`config.mk`:
```
export PLATFORM = sky130hd
export DESIGN_NAME = key_scan_ctrl
export DESIGN_NICKNAME = d
export VERILOG_FILES = /design/src/rtl/key_pkg.sv /design/src/rtl/key_sync.sv /design/src/rtl/key_scan_ctrl.sv
export SDC_FILE = /design/constraint.sdc
export NUM_CORES = 1
export LEC_CHECK = 0
export ABC_AREA = 1
export CORE_AREA = 8 8 62 117
export CTS_BUF_LIST = sky130_fd_sc_hd__clkbuf_4 sky130_fd_sc_hd__clkbuf_8
export CTS_CLUSTER_SIZE = 8
export DETAILED_ROUTE_END_ITERATION = 8
export DIE_AREA = 0 0 70 125
export GPL_TIMING_DRIVEN = 0
export REMOVE_ABC_BUFFERS = 1
export SLEW_MARGIN = 25
export SYNTH_ARGS = -nofsm -noshare
export SYNTH_HDL_FRONTEND = slang
export SYNTH_HIERARCHICAL = 1
export SYNTH_SLANG_ARGS = --single-unit
```
`constraint.sdc`:
```
create_clock -name clk -period 3.22 [get_ports clk]
set_input_delay 0.483 -clock clk [delete_from_list [all_inputs] [get_ports clk]]
set_output_delay 0.483 -clock clk [all_outputs]
set_load 0.005 [all_outputs]
```
`src/rtl/key_pkg.sv`:
```
// Shared types and defaults for the key scan / debounce controller.
package key_pkg;

    localparam int N_KEYS_DEF       = 4;
    localparam int DEBOUNCE_CYC_DEF = 20;
    localparam int CNT_W            = 20;

    typedef enum logic [1:0] {
        SCAN  = 2'd0,
        COUNT = 2'd1,
        EMIT  = 2'd2
    } state_t;

endpackage

```
`src/rtl/key_sync.sv`:
```
// Two-flop synchronizer for raw key levels; resets to 1 (released).
module key_sync #(
    parameter int WIDTH = 4
) (
    input  logic             clk,
    input  logic             rst_n,
    input  logic [WIDTH-1:0] d,
    output logic [WIDTH-1:0] q
);

    logic [WIDTH-1:0] meta;

    // NOTE: non-blocking assignments keep the two stages as separate flops;
    // blocking would collapse them into one and defeat the synchronizer.
    always_ff @(posedge clk or negedge rst_n) begin
        if (!rst_n) begin
            meta <= '1;
            q    <= '1;
        end else begin
            meta <= d;
            q    <= meta;
        end
    end

endmodule

```
`src/rtl/key_scan_ctrl.sv`:
```
// Round-robin key scanner sharing one debounce counter across all keys,
// emitting one press/release event at a time over a valid/ready handshake.
module key_scan_ctrl
    import key_pkg::*;
#(
    parameter int N_KEYS       = N_KEYS_DEF,
    parameter int DEBOUNCE_CYC = DEBOUNCE_CYC_DEF,
    localparam int PTR_W       = (N_KEYS > 1) ? $clog2(N_KEYS) : 1
) (
    input  logic              clk,
    input  logic              rst_n,
    input  logic [N_KEYS-1:0] key,
    output logic              evt_valid,
    input  logic              evt_ready,
    output logic [PTR_W-1:0]  evt_key,
    output logic              evt_press,
    output logic [N_KEYS-1:0] key_state,
    output logic              busy
);

    state_t            state;
    logic [PTR_W-1:0]  ptr;
    logic [PTR_W-1:0]  next_ptr;
    logic [CNT_W-1:0]  cnt;
    logic [N_KEYS-1:0] synced;
    logic              level_same;

    key_sync #(.WIDTH(N_KEYS)) u_sync (
        .clk   (clk),
        .rst_n (rst_n),
        .d     (key),
        .q     (synced)
    );

    assign next_ptr   = (ptr == PTR_W'(N_KEYS - 1)) ? '0 : ptr + PTR_W'(1);
    assign level_same = (synced[ptr] == key_state[ptr]);
    assign busy       = (state == COUNT) || (state == EMIT);

    always_ff @(posedge clk or negedge rst_n) begin
        if (!rst_n) begin
            state     <= SCAN;
            ptr       <= '0;
            cnt       <= '0;
            evt_valid <= 1'b0;
            evt_key   <= '0;
            evt_press <= 1'b0;
            key_state <= '1;
        end else begin
            case (state)
                SCAN: begin
                    if (level_same) begin
                        ptr <= next_ptr;
                    end else begin
                        cnt   <= '0;
                        state <= COUNT;
                    end
                end
                COUNT: begin
                    if (level_same) begin
                        // Bounced back before the hold time: drop the attempt.
                        cnt   <= '0;
                        ptr   <= next_ptr;
                        state <= SCAN;
                    end else if (cnt == CNT_W'(DEBOUNCE_CYC - 1)) begin
                        key_state[ptr] <= synced[ptr];
                        evt_key        <= ptr;
                        evt_press      <= ~synced[ptr];
                        evt_valid      <= 1'b1;
                        cnt            <= '0;
                        state          <= EMIT;
                    end else begin
                        cnt <= cnt + CNT_W'(1);
                    end
                end
                EMIT: begin
                    // Scanning stalls here until the consumer takes the event.
                    if (evt_ready) begin
                        evt_valid <= 1'b0;
                        ptr       <= next_ptr;
                        state     <= SCAN;
                    end
                end
                default: begin
                    state     <= SCAN;
                    cnt       <= '0;
                    evt_valid <= 1'b0;
                end
            endcase
        end
    end

endmodule
```
==> reports/metrics.yaml <==
rsz0062_at_grt: "no"
start_kind: "flop"
core_area_um2: 5810
final_cells: 417
grt_use_total_pct: 12.7
setup_violations: 0
first_pass_iters: 4
peakVddDrop_mv: 0.662
clk_latency_ps: 300
grt_max_degree: 35
synthToLayoutAreaGrowth_pct: 11.6
synth_top_family_by_area: "simple AND/OR/NAND/NOR gates"
fin_tns_setup_ps: 0
cts-root-buf: "clkbuf_8"
postCtsSetupRepairBufs: 0
synth_area_per_cell_um2: 7.45
synth_compound_area_share_pct: 6.01
antenna_left: 0
grt.overflow.total: 0
yosys.area_share.simple_pct: 40.8
synth_top_area_cell: "dfrtp_1"
power.leakage_nw: 1.25
worstPathMaxFanout: 5
hpwlAfterDp_um: 4010
power_density_nw_per_um2: 585
layout_common_cells: "118 x nand2_1, 45 x nor2_1, 34 x nand3_1"
pin_count: 16
critical_path_arrival_ps: 1580
ys_seq_area_share_pct: 40.3
final_nets: 368
critPathMaxStageDelay_ps: 500
hp-class: "in -> async"
die_x_um: 70
synth.cell_area_um2: 2520
maxSlewViolCount: 0
wl_met3_um: 233
die_area_um2: 8750
ys_warn_count: 6
ys_ff_latch: 40
diodes: 0
yosysTopAreaCellShare_pct: 27.8
grt_pass1_wl_um: 9560
grt_antenna_before_repair: 0
path_class: "reg -> out"
synth_mux_area_share_pct: 0
io_buffers: 15
fin_crit_sh_pct: 64.1
clock-sinks: 40
postCtsResizedCells: 0
cp.required_ps: 2740
tritoncts: "done"
start_util_pct: 43.4
worst_pin_slew_ps: 884
cts_buffer_depth: 2
highest_layer: "met4"
timing.rr.start: "ptr[0]"
synth_area_leaders: "dfrtp_1 28%, nand2_1 18%, dfstp_2 13%"
critPathSlowestCell: "clkdlybuf4s50_1"
grt_pass1_vias: 2103
period_minus_slack_ps: 2060
hold_viol_final: 0
synth_xor_area_share_pct: 2.78
clkTransAtPathRegs_ps: 80
h-tree-depth: 2
layout_commonest_cell: "nand2_1"
cp-end-kind: "output pin"
fill_cells: 600
drt_iter0_markers: 111
slew_headroom_pct: 41.1
clock-skew-final_ps: 4.91
synth-adder-area-share_pct: 3.97
critPathLaunch: "state[1]"
dr_wl_met2_um: 2600
wl_um: 5440
synth.distinct_cells: 30
max-cap-violations: 0
die_height_um: 125
num_rows: 40
postCtsHoldBufs: 0
placed_cells: 409
crit_path_cell_trace: "inv_1 > ha_1 > clkdlybuf4s50_1"
status: "completed"
route.detailed.drc: 0
drive_gt1_share_pct: 13.3
synth_cells: 338
vias_per_cell: 5.17
num_vias: 2154
clock.fmax_mhz: 485
wl_per_cell_um: 13.0
met1_length_um: 2510
place_congestion: 0.888
cts_buffers: 5
==> power breakdown <==
part	total (mW)	switching [mW]	leakage, nW	internal, mW
sequential	0.591	0.0517	0.511	0.539
clock	0.423	0.189	0.0548	0.233
combinational	0.631	0.470	0.682	0.161
total	1.64	0.711	1.25	0.933
==> state kept, by name, indices dropped and copies added (netlist names) <==
name,flops
u_sync/q,4
evt_valid,1
key_state,4
cnt,20
evt_press,1
u_sync/meta,4
evt_key,2
state,2
ptr,2
==> final timing paths <==
| path | to | slack (ps) | cells past startpoint |
|---|---|---|---|
| setup / recovery | busy | 1160 | 3 |
| hold / removal | ptr[0] | 80 | 1 |
| setup reg to reg | cnt[12] | 1200 | 12 |
| hold reg to reg | u_sync/q[0] | 360 | 0 |
| max in group asynchronous | key_state[1] | 2630 | 2 |
| min in group clk | u_sync/q[0] | 360 | 0 |
==> layer usage <==
| metal | GRT usage [%] | vias up |
|---|---|---|
| met5 | 0 | - |
| met4 | 5.36 | 0 |
| met3 | 2.30 | 8 |
| met2 | 21.5 | 47 |
| met1 | 15.2 | 976 |
| li1 | - | 1123 |
==> critical path, delay by kind of cell, from the launching register on <==
kind                       cells  cell delay, ps
buffers and inverters          2             590
DFF                            1             430
adders and majority gates      1             270
==> cells in the mapped netlist (all sizes together) <==
cell,count
nor3,2
ha,8
xnor2,1
nand4,14
dfrtp,28
nand2,127
or2,2
nand3,35
dfstp,12
a21oi,2
clkbuf,3
nor2,46
xor2,7
buf,5
o21ai,20
inv,23
nand3b,2
o21bai,1
==> area by class of cell <==
cell class / count / area (µm²) / area share, %
clock buffer: 5 / 68.8 / 2.45
sequential: 40 / 1020 / 36.2
timing repair buffer: 16 / 165 / 5.88
multi-input combinational: 267 / 1350 / 48.0
tap: 63 / 78.8 / 2.80
clock inverter: 3 / 46.3 / 1.65
inverter: 23 / 86.3 / 3.07
==> logic make-up (layout without fill, tap and decap cells) <==
| family | after synthesis | in the layout |
|---|---|---|
| compound gates | 23 | 23 |
| fa+ha+maj | 8 | 8 |
| flops | 40 | 40 |
| buf+inv | 31 | 47 |
| xor+xnor | 8 | 8 |
| simple gates | 228 | 228 |
==> per-stage QoR <==
step	hold WS [ps]	total power, mW	utilization (%)	setup slack (ps)	area [µm²]
2_1_floorplan	187	1.06	-	1560	2450
3_3_place_gp	346	1.23	46.2	684	2680
3_5_place_dp	347	1.24	46.4	1190	2700
4_1_cts	81.9	1.67	48.4	1130	2810
5_1_grt	91.7	1.78	48.4	932	2810
6_report	83.6	1.64	48.4	1160	2810
Power figures use the tool's default switching activity.
==> patch, RTL diff (config.mk and constraints unchanged) <==
The package constant `CNT_W` goes from 20 to 28.
--- a/src/rtl/key_pkg.sv
+++ b/src/rtl/key_pkg.sv
@@ -3,7 +3,7 @@
 
     localparam int N_KEYS_DEF       = 4;
     localparam int DEBOUNCE_CYC_DEF = 20;
-    localparam int CNT_W            = 20;
+    localparam int CNT_W            = 28;
 
     typedef enum logic [1:0] {
         SCAN  = 2'd0,
Formal check against the unedited RTL: no difference found for any inputs over 10 cycles, from zero or initial values and one cycle with rst_n low; that may be too few to reach the edited logic, so the function may still have changed.
==> patch against the original RTL <==
  * Register-to-register slack got worse by 0.31 ns
  * Wire length is 37% higher
  * Die area stayed put
  * Worst setup slack got worse by 0.26 ns
  * Global-route usage increased by 4.5 points
  * Clock skew is 0.00081 ns lower
  * Sequential cell count up 8
  * Critical path depth grew 8
  * Largest cell class unchanged
  * Utilization is 11 points higher
  * Power up 8.7%
  * Design area grew 23%
  * Combinational power up 0.8%
  * Synthesized area is 28% higher
  * Critical path type is now reg -> reg
==> patch: results (changes against the original RTL) <==
{
  "power.density": {"value": 516, "unit": "nW/um2", "change": "-12%"},
  "power_in_combinational_cells": {"value": 0.636, "unit": "mW", "change": "+0.8%"},
  "outcome": {"value": "finished clean"},
  "grt_max_degree": {"value": 49, "change": "+40%"},
  "critPathMaxStageDelay": {"value": 0.60, "unit": "ns", "change": "+0.10 ns"},
  "ff2ff_setup_slack": {"value": 0.89, "unit": "ns", "change": "-0.31 ns"},
  "grt_pass1_wl": {"value": 12.7, "unit": "mm", "change": "+33%"},
  "grt_pass1_vias": {"value": 2846, "change": "+35%"},
  "ff2ff_path_depth": {"value": 11, "change": "-1"},
  "netSwitchingFraction": {"value": 43.0, "unit": "%", "change": "-0.29 points"},
  "timing.critical_path.fanout_max": {"value": 29, "change": "+24"},
  "dp_worst_setup_slack": {"value": 0.927, "unit": "ns", "change": "-0.260 ns"},
  "timing.clock.skew": {"value": 0.00410, "unit": "ns", "change": "-0.000808 ns"},
  "endpoint": {"value": "key_state[3]$_DFFE_PN1P_"},
  "synth_sequential_area_ratio": {"value": 37.7, "unit": "%", "change": "-2.7 points"},
  "slowest_stage": {"value": "sky130_fd_sc_hd__dfrtp_1"},
  "final_worst_hold_slack": {"value": 0.170, "unit": "ns", "change": "+0.0861 ns"},
  "vdd.ir_drop.worst": {"value": 1150, "unit": "uV", "change": "+74%"},
  "max_reg_flops": {"value": 28, "change": "+40%"},
  "crit_family": {"value": "simple AND/OR/NAND/NOR gates"},
  "drt_first_pass_iters": {"value": 5, "change": "+1"},
  "netlist_top_cells_area": {"value": "sky130_fd_sc_hd__dfrtp_1 28%, sky130_fd_sc_hd__nand2_1 21%, sky130_fd_sc_hd__dfstp_2 9.8%"},
  "timing.critical_path.from": {"value": "ptr[0]$_DFFE_PN0P_"},
  "sequentialPower": {"value": 0.696, "unit": "mW", "change": "+18%"},
  "leakagePower": {"value": 1.50, "unit": "nW", "change": "+20%"},
  "post-dp-hpwl": {"value": 5.41, "unit": "mm", "change": "+35%"},
  "yosysUniqueCellTypes": {"value": 27, "change": "-10%"},
  "reg2reg_to": {"value": "key_state[3]$_DFFE_PN1P_"},
  "slew_of_the_pin_with_the_lowest_slew_margin": {"value": 0.778, "unit": "ns", "change": "-0.106 ns"},
  "route.detailed.wl_per_inst": {"value": 13.4, "unit": "um", "change": "+3.0%"},
  "groute.usage.overall": {"value": 17.2, "unit": "%", "change": "+4.5 points"},
  "detailroute.via_count": {"value": 3051, "change": "+42%"},
  "average_cell_area_after_synthesis": {"value": 6.70, "unit": "um2", "change": "-10%"}
}
## patch: cell count changes in the layout (fill, tap and decap cells not counted), sizes merged, moves of 2 or more
cell	delta
nor2	+34
nand3	+11
xor2	-2
o21bai	+5
o21ai	+3
nand2	+65
dfrtp	+8
inv	+14
nand4	+3
## patch: cell type report
| class | count | area (um2) |
|---|---|---|
| fillers | 561 | 2340 |
| multi-input cells | 383 | 1760 |
| flip-flops and latches | 48 | 1220 |
| repair buffers | 15 | 148 |
| inverters | 37 | 144 |
| well taps | 63 | 78.8 |
| clock buffers | 5 | 68.8 |
| clock inverters | 3 | 46.3 |
## patch: metal layers
layer	part of all wire [%]	GRT usage, %
met3	3.5	2.93
met2	51	29.3
met1	42	19.7
met4	3.4	9.17
met5	0	0
## patch: logic make-up after synthesis
logic type,Yosys count,share of synthesized area [%]
fa+ha+maj,8,3.10
xor+xnor,5,1.36
flops,48,37.7
simple gates,339,44.8
buf+inv,51,7.83
compound gates,31,5.27
